[src/rtl/rv_multicycle_ctrl_if.sv]
// Shared memory-port handshake between the multi-cycle sequencer and memory.
// The sequencer owns the request side; memory returns a one-cycle ack pulse.
interface rv_multicycle_ctrl_if;
  logic mem_req;
  logic mem_we;
  logic addr_sel;
  logic mem_ack;

  modport master (
    output mem_req,
    output mem_we,
    output addr_sel,
    input  mem_ack
  );

  modport slave (
    input  mem_req,
    input  mem_we,
    input  addr_sel,
    output mem_ack
  );
endinterface

[src/rtl/rv_multicycle_ctrl.sv]
// Multi-cycle FETCH/DECODE/EXEC/MEM/WB sequencer for the RV32I-subset core,
// with memory timeout detection, sticky fault code and retired-instruction count.
module rv_multicycle_ctrl #(
  parameter int unsigned TIMEOUT = 15,
  parameter int unsigned CNT_W   = 16
) (
  input  logic               clk,
  input  logic               rst_n,
  input  logic               run,
  input  logic [6:0]         opcode,
  input  logic               br_cond,
  rv_multicycle_ctrl_if.master bus,
  output logic               ir_we,
  output logic               pc_we,
  output logic [1:0]         pc_sel,
  output logic               alu_src_b,
  output logic               rf_we,
  output logic [1:0]         wb_sel,
  output logic [2:0]         state,
  output logic [CNT_W-1:0]   retired,
  output logic [1:0]         fault
);

  typedef enum logic [2:0] {
    S_IDLE   = 3'd0,
    S_FETCH  = 3'd1,
    S_DECODE = 3'd2,
    S_EXEC   = 3'd3,
    S_MEM    = 3'd4,
    S_WB     = 3'd5,
    S_HALT   = 3'd6
  } state_t;

  typedef enum logic [2:0] {
    OP_R,
    OP_I,
    OP_LD,
    OP_ST,
    OP_BR,
    OP_JAL,
    OP_JALR,
    OP_LUI
  } op_t;

  localparam logic [6:0] OPC_R    = 7'b0110011;
  localparam logic [6:0] OPC_I    = 7'b0010011;
  localparam logic [6:0] OPC_LD   = 7'b0000011;
  localparam logic [6:0] OPC_ST   = 7'b0100011;
  localparam logic [6:0] OPC_BR   = 7'b1100011;
  localparam logic [6:0] OPC_JAL  = 7'b1101111;
  localparam logic [6:0] OPC_JALR = 7'b1100111;
  localparam logic [6:0] OPC_LUI  = 7'b0110111;

  localparam logic [1:0] FLT_NONE    = 2'b00;
  localparam logic [1:0] FLT_ILLEGAL = 2'b01;
  localparam logic [1:0] FLT_TIMEOUT = 2'b10;

  // Last wait cycle index: no ack on this cycle means TIMEOUT request cycles elapsed.
  localparam logic [7:0] TO_LAST = 8'(TIMEOUT - 1);

  state_t           st;
  op_t              op;
  logic [7:0]       tcnt;
  logic [1:0]       flt;
  logic [CNT_W-1:0] ret_cnt;

  logic             legal;
  op_t              dec_op;
  logic             retire;

  always_comb begin
    legal  = 1'b1;
    dec_op = OP_R;
    case (opcode)
      OPC_R:    dec_op = OP_R;
      OPC_I:    dec_op = OP_I;
      OPC_LD:   dec_op = OP_LD;
      OPC_ST:   dec_op = OP_ST;
      OPC_BR:   dec_op = OP_BR;
      OPC_JAL:  dec_op = OP_JAL;
      OPC_JALR: dec_op = OP_JALR;
      OPC_LUI:  dec_op = OP_LUI;
      default:  legal  = 1'b0;
    endcase
  end

  assign retire = ((st == S_EXEC) && (op == OP_BR)) ||
                  ((st == S_MEM) && (op == OP_ST) && bus.mem_ack) ||
                  (st == S_WB);

  always_ff @(posedge clk or negedge rst_n) begin
    if (!rst_n) begin
      st      <= S_IDLE;
      op      <= OP_R;
      tcnt    <= '0;
      flt     <= FLT_NONE;
      ret_cnt <= '0;
    end else begin
      tcnt <= '0;
      if (retire) begin
        ret_cnt <= ret_cnt + 1'b1;
      end
      case (st)
        S_IDLE: begin
          if (run) begin
            st <= S_FETCH;
          end
        end
        S_FETCH: begin
          if (bus.mem_ack) begin
            st <= S_DECODE;
          end else if (tcnt == TO_LAST) begin
            flt <= FLT_TIMEOUT;
            st  <= S_HALT;
          end else begin
            tcnt <= tcnt + 1'b1;
          end
        end
        S_DECODE: begin
          if (legal) begin
            op <= dec_op;
            st <= S_EXEC;
          end else begin
            flt <= FLT_ILLEGAL;
            st  <= S_HALT;
          end
        end
        S_EXEC: begin
          case (op)
            OP_BR:          st <= run ? S_FETCH : S_IDLE;
            OP_LD, OP_ST:   st <= S_MEM;
            default:        st <= S_WB;
          endcase
        end
        S_MEM: begin
          // An ack on the final wait cycle takes priority over the timeout.
          if (bus.mem_ack) begin
            if (op == OP_LD) begin
              st <= S_WB;
            end else begin
              st <= run ? S_FETCH : S_IDLE;
            end
          end else if (tcnt == TO_LAST) begin
            flt <= FLT_TIMEOUT;
            st  <= S_HALT;
          end else begin
            tcnt <= tcnt + 1'b1;
          end
        end
        S_WB: begin
          st <= run ? S_FETCH : S_IDLE;
        end
        S_HALT: begin
          st <= S_HALT;
        end
        default: begin
          st <= S_HALT;
        end
      endcase
    end
  end

  always_comb begin
    bus.mem_req  = 1'b0;
    bus.mem_we   = 1'b0;
    bus.addr_sel = 1'b0;
    ir_we        = 1'b0;
    pc_we        = 1'b0;
    pc_sel       = 2'b00;
    alu_src_b    = 1'b0;
    rf_we        = 1'b0;
    wb_sel       = 2'b00;
    case (st)
      S_FETCH: begin
        bus.mem_req = 1'b1;
        ir_we       = bus.mem_ack;
      end
      S_EXEC: begin
        alu_src_b = (op == OP_I) || (op == OP_LUI) || (op == OP_LD) || (op == OP_ST);
        if (op == OP_BR) begin
          pc_we  = 1'b1;
          pc_sel = br_cond ? 2'b01 : 2'b00;
        end
      end
      S_MEM: begin
        bus.mem_req  = 1'b1;
        bus.addr_sel = 1'b1;
        bus.mem_we   = (op == OP_ST);
        pc_we        = (op == OP_ST) && bus.mem_ack;
      end
      S_WB: begin
        rf_we = 1'b1;
        pc_we = 1'b1;
        case (op)
          OP_LD: begin
            wb_sel = 2'b01;
          end
          OP_JAL: begin
            wb_sel = 2'b10;
            pc_sel = 2'b01;
          end
          OP_JALR: begin
            wb_sel = 2'b10;
            pc_sel = 2'b10;
          end
          default: begin
            wb_sel = 2'b00;
          end
        endcase
      end
      default: begin
        bus.mem_req = 1'b0;
      end
    endcase
  end

  assign state   = st;
  assign retired = ret_cnt;
  assign fault   = flt;

endmodule
[src/flat_wrapper.sv]
// flat-port wrapper written by rule: the top's interface ports become plain ports
module rv_multicycle_ctrl_flat 
#(
  parameter int unsigned TIMEOUT = 15,
  parameter int unsigned CNT_W   = 16
)
  (clk, rst_n, run, opcode, br_cond, ir_we, pc_we, pc_sel, alu_src_b, rf_we, wb_sel, state, retired, fault, bus_mem_req, bus_mem_we, bus_addr_sel, bus_mem_ack);
  rv_multicycle_ctrl_if bus_i ();
  input  logic clk;
  input  logic rst_n;
  input  logic run;
  input  logic [6:0] opcode;
  input  logic br_cond;
  output logic ir_we;
  output logic pc_we;
  output logic [1:0] pc_sel;
  output logic alu_src_b;
  output logic rf_we;
  output logic [1:0] wb_sel;
  output logic [2:0] state;
  output logic [CNT_W-1:0] retired;
  output logic [1:0] fault;
  output wire logic [$bits(bus_i.mem_req)-1:0] bus_mem_req;
  output wire logic [$bits(bus_i.mem_we)-1:0] bus_mem_we;
  output wire logic [$bits(bus_i.addr_sel)-1:0] bus_addr_sel;
  input wire logic [$bits(bus_i.mem_ack)-1:0] bus_mem_ack;
  assign bus_mem_req = bus_i.mem_req;
  assign bus_mem_we = bus_i.mem_we;
  assign bus_addr_sel = bus_i.addr_sel;
  assign bus_i.mem_ack = bus_mem_ack;
  rv_multicycle_ctrl #(.TIMEOUT(TIMEOUT), .CNT_W(CNT_W)) u_core (.clk(clk), .rst_n(rst_n), .run(run), .opcode(opcode), .br_cond(br_cond), .bus(bus_i), .ir_we(ir_we), .pc_we(pc_we), .pc_sel(pc_sel), .alu_src_b(alu_src_b), .rf_we(rf_we), .wb_sel(wb_sel), .state(state), .retired(retired), .fault(fault));
endmodule
[config.mk]
export PLATFORM = sky130hd
export DESIGN_NAME = rv_multicycle_ctrl_flat
export DESIGN_NICKNAME = d
export VERILOG_FILES = /design/src/rtl/rv_multicycle_ctrl_if.sv /design/src/rtl/rv_multicycle_ctrl.sv /design/src/flat_wrapper.sv
export SDC_FILE = /design/constraint.sdc
export NUM_CORES = 1
export LEC_CHECK = 0
export BUFFER_PORTS_ARGS = -buffer_cell sky130_fd_sc_hd__buf_2
export CAP_MARGIN = 15
export CORE_MARGIN = 4
export CORE_UTILIZATION = 48
export DETAILED_ROUTE_END_ITERATION = 12
export GPL_ROUTABILITY_DRIVEN = 0
export PLACE_DENSITY = 0.78
export SYNTH_ARGS = -nofsm -noshare
export SYNTH_HDL_FRONTEND = slang
export SYNTH_SLANG_ARGS = --single-unit
[constraint.sdc]
create_clock -name clk -period 1.6 [get_ports clk]
set_clock_uncertainty 0.1 [all_clocks]
set_input_delay 0.16 -clock clk [delete_from_list [all_inputs] [get_ports clk]]
set_output_delay 0.16 -clock clk [all_outputs]
set_load 0.02 [all_outputs]
Word-level counts from Yosys, hierarchy flattened --
Cells that the tools add are included.
Word-level totals: flip-flop bits (word level) 32, output and inout bits 32
Cells by class: add/subtract/negate cells 2, multiplexer cells 32, equality and inequality tests 25, reductions and logical operators 17
Operator list (count):
- 2-to-1 mux 8 bit | 3
- == test 7 x 6 -> 1 bit, second input constant | 3
- == test 7 bit, second input constant | 3
- case mux 3 bit (7 select lines) | 1
- == test 3 bit, second input constant | 6
- 2-to-1 mux 3 bit | 6
- case mux 3 bit (6 select lines) | 1
- adder 16 x 1 -> 16 bit, second input constant | 1
- case mux 2 bit (2 select lines) | 4
- == test 3 x 2 -> 1 bit, second input constant | 4
- 2-to-1 mux 1 bit | 10
- 2-to-1 mux 2 bit | 5
- adder 8 x 1 -> 8 bit, second input constant | 1
- == test 8 x 4 -> 1 bit, second input constant | 1
- OR reduction 8 bit | 1
- == test 7 x 2 -> 1 bit, second input constant | 1
- == test 7 x 5 -> 1 bit, second input constant | 1
- == test 3 x 1 -> 1 bit, second input constant | 2
- != test 2 bit, second input constant | 3
- case mux 3 bit (2 select lines) | 1
- OR reduction 2 bit | 3
- logical OR 1 bit | 5
- logical AND 1 bit | 4
- AND reduction 4 bit | 1
- other kinds (5) | 5

Logic depth before layout (Yosys ltp) --
word-level depth 5, depth in mapped cells 6

Worst setup path after synthesis --
OpenSTA, ideal clock, no wires.
path type flip-flop to output port, start register u_core.st[1], in the netlist u_core.state[1], end output port pc_sel[1], arrival 1875 ps, required time 1340 ps, stages on the path, launching flop included 6, buffers on the path 1, slack -535 ps, path through dfrtp_1 > nand2b_1 > nor2_2 > buf_2 > nand2_1 > nor3b_1
On the way: word-level cells in the longest chain between the ends 2, elaborated cells between the ends (all ways) 3, those cells by class eq/ne: 2; mux: 1
Ends and longest elaborated chain:
- start, declared | RTL line rv_multicycle_ctrl.sv:61 | state_t st;
- start signal, assigned | RTL line rv_multicycle_ctrl.sv:130 | OP_BR: st <= run ? S_FETCH : S_IDLE;
- start signal, assigned | RTL line rv_multicycle_ctrl.sv:141 | st <= run ? S_FETCH : S_IDLE;
- start signal, assigned | RTL line rv_multicycle_ctrl.sv:151 | st <= run ? S_FETCH : S_IDLE;
- == test 3 bit / == test 3 x 2 -> 1 bit (equally long branches) | RTL line rv_multicycle_ctrl.sv:173 | case (st)
- case mux 2 bit (2 select lines) (*) | RTL line rv_multicycle_ctrl.sv:173
- end, declared | RTL line flat_wrapper.sv:16 | output logic [1:0] pc_sel;
Mark *: on every way between the ends. The rest lies on a longest branch, timed or not.

Worst setup path in the final report --
start register u_core.st[2], in the netlist u_core.state[2], end output port pc_sel[0]
Same word-level chain as after synthesis.

==> metrics <==
Starting Density=51.1%; Die Area=5090 µm²; detailed placement HPWL=3.53 mm; endpoints failing hold=0; num rows=22; average routed wire per standard cell=19.4 µm; Clk pin slew, worst setup/hold paths=0.07 ns; total power=1.94 mW; Core Region=3770 µm²; largest net degree at the start of global routing=20; Area Overhead vs Synth=66.3%; total wire length=6.72 mm; GRT Residual Overflow=0; Post-synth ARST share=100%; top_reg_cell synth=dfrtp_1; post-synthesis mux area share=1.95%; main combinational cell family by area after synthesis=simple AND/OR/NAND/NOR gates; Worst VDD drop=697 µV; die width=71.3 µm; TritonRoute pass-1 iters=4; WP data required=1.34 ns; IO buf count=43; drt drc=0; cells after synthesis=195; Vias per Instance=5.94; Die Ht=71.3 µm; critical path capture point type=primary output; clock buffer depth=2; Clk Tree Root Cell=clkbuf_8; simple-gate portion of the synthesized area=23.5%; Synth Warn #=0; worst endpoint data arrival time=1.65 ns; R2R Path Start=u_core.state[1]; 1st-iter DRT viols=195; fmax=525 MHz; worst setup path start=u_core.state[2]; Hold Crit Start=opcode[5]; pre-CTS setup slack=-0.0855 ns; Synth Area in XOR/XNOR=10.9%; post-synth net total=210; Max H-tree Level=2; fin. max-slew vios=0; dpl cells=313; Max Cap Violations=0; first-pass GRT wire length=8.86 mm; Final min period=1.91 ns; Worst Tran Pin Value=0.630 ns; sequential area share after synthesis=41.6%; leading area contributor after synthesis=dfrtp_1; #FFs+latches synth=32; Ports=44; via count=2055; failing checks=setup timing; layout cells sized above 1=56.0%; Area contributors post-synth=dfrtp_1 (42%), xnor2_1 (8.6%), nor2_1 (3.5%), nor3_1 (2.6%), o2111ai_2 (2.3%); setup ws final=-0.306 ns; total CTS buffers=5; Num Clock Sinks=32; ant diodes=0; CP Max Fanout=4; Post-synth EDFFs=0; top cells by count, synth=dfrtp_1 (32), xnor2_1 (19), nor2_1 (18); ANT nets after route=0; CTS tree=built; RSZ-0062 raised after global routing=yes; post-route clock period utilization=119%; initial antenna violation count=0; Synth Area in Compound Gates=16.7%; Layout Nets=312; CP Class=register to primary output; Min-Delay Path Class=input pin to register; setup violators final=29; Yosys cell types=51; power per cell area=605 nW/µm²; vias in the first global route=1904; Setup crit start kind=register; Global Route Usage Sum=21.4%; post-synth top area share=41.6%; syn_area_per_cell=9.87 µm²; Max-slew headroom=57.7%; Synth Area in Adders=1.95%; clk_lat worst skew=0.29 ns; Leakage=1.42 nW; outcome=complete, but fails checks; top-count cell post-synth=dfrtp_1; filler-free cell count of the finished design=346; mapped cell area=1930 µm²
==> state kept, by name (all words and copies together) (netlist names) <==
name / cells
u_core.retired: 16
u_core.tcnt: 8
u_core.fault: 2
u_core.state: 3
u_core.op: 3
==> critical path, cell delays in order (launching register included) <==
cell and delay [ns]:
dfrtp_2 0.45, nand2b_4 0.18, nor3b_2 0.27, a21oi_2 0.08, nor4b_4 0.20, buf_4 0.17
==> layout make-up <==
class | instances | area, µm²
flip-flops and latches | 32 | 805
repair buffers | 104 | 857
multi-input cells | 150 | 1380
fillers | 190 | 568
well taps | 48 | 60.1
clock buffers | 7 | 76.3
clock inverters | 1 | 5.00
inverters | 4 | 18.8
==> per-stage QoR <==
step                setup TNS, ns  hold slack (ns)  util, %  area [µm²]
floorplan                   -1.37           -0.236        -        2000
global placement           -0.397           0.0171     66.1        2490
detailed placement          -1.25           0.0127     66.1        2490
CTS                         -4.34            0.127     77.3        2920
global route                -8.37            0.140     84.9        3200
finish                      -5.93            0.160     84.9        3200
==> what timing repair did <==
| action | 4_1_cts | 5_1_grt |
|---|---|---|
| endpoints found under the setup margin | 37 | 37 |
| gates resized for setup | 57 | 44 |
| hold buffers | 1 | 0 |
| hold endpoints to repair | 17 | 0 |
| pin swaps | 13 | 25 |
| gates cloned | 0 | 1 |
| setup buffers | 15 | 9 |
==> per-layer routing <==
layer	share of wire [%]	vias to the layer above	wire [µm]	GRT usage (%)
met5	0	-	0	0
met4	4.1	0	274	7.31
met3	4.9	27	329	4.91
met2	52	86	3470	35.1
met1	39	1024	2650	27.7
li1	-	918	-	-
==> worst paths after layout <==
kind / endpoint / slack (ns) / cells past startpoint
setup / recovery: pc_sel[0] / -0.31 / 5
hold / removal: u_core.op[2] / 0.16 / 2
setup reg to reg: u_core.retired[8] / -0.29 / 8
hold reg to reg: u_core.retired[15] / 0.39 / 1
max in group asynchronous: u_core.retired[3] / 0.69 / 3
min in group asynchronous: u_core.tcnt[4] / 0.23 / 2
==> cells by family after synthesis <==
group           Yosys count
compound gates           40
xor+xnor                 24
fa+ha+maj                 3
buf+inv                  13
flops                    32
mux                       3
simple gates             80
==> where the power goes <==
part           switching [mW]  internal (mW)  leakage, nW
combinational           0.220          0.180        0.955
clock                   0.292          0.305       0.0422
sequential             0.0724          0.867        0.424
total                   0.585           1.35         1.42
==> layout by cell type (no fill, tap or decap), types with 5 or more instances in the layout <==
| cell type | instances |
|---|---|
| buf_4 | 42 |
| buf_2 | 31 |
| dfrtp_1 | 29 |
| buf_6 | 25 |
| xnor2_1 | 17 |
| nor2_1 | 13 |
| nand2_1 | 8 |
| o2111ai_2 | 6 |
| nor3_4 | 5 |
| nor2_4 | 5 |
| xor2_1 | 5 |
| o211ai_1 | 5 |
| clkbuf_8 | 5 |
Power figures use the tool's default switching activity.
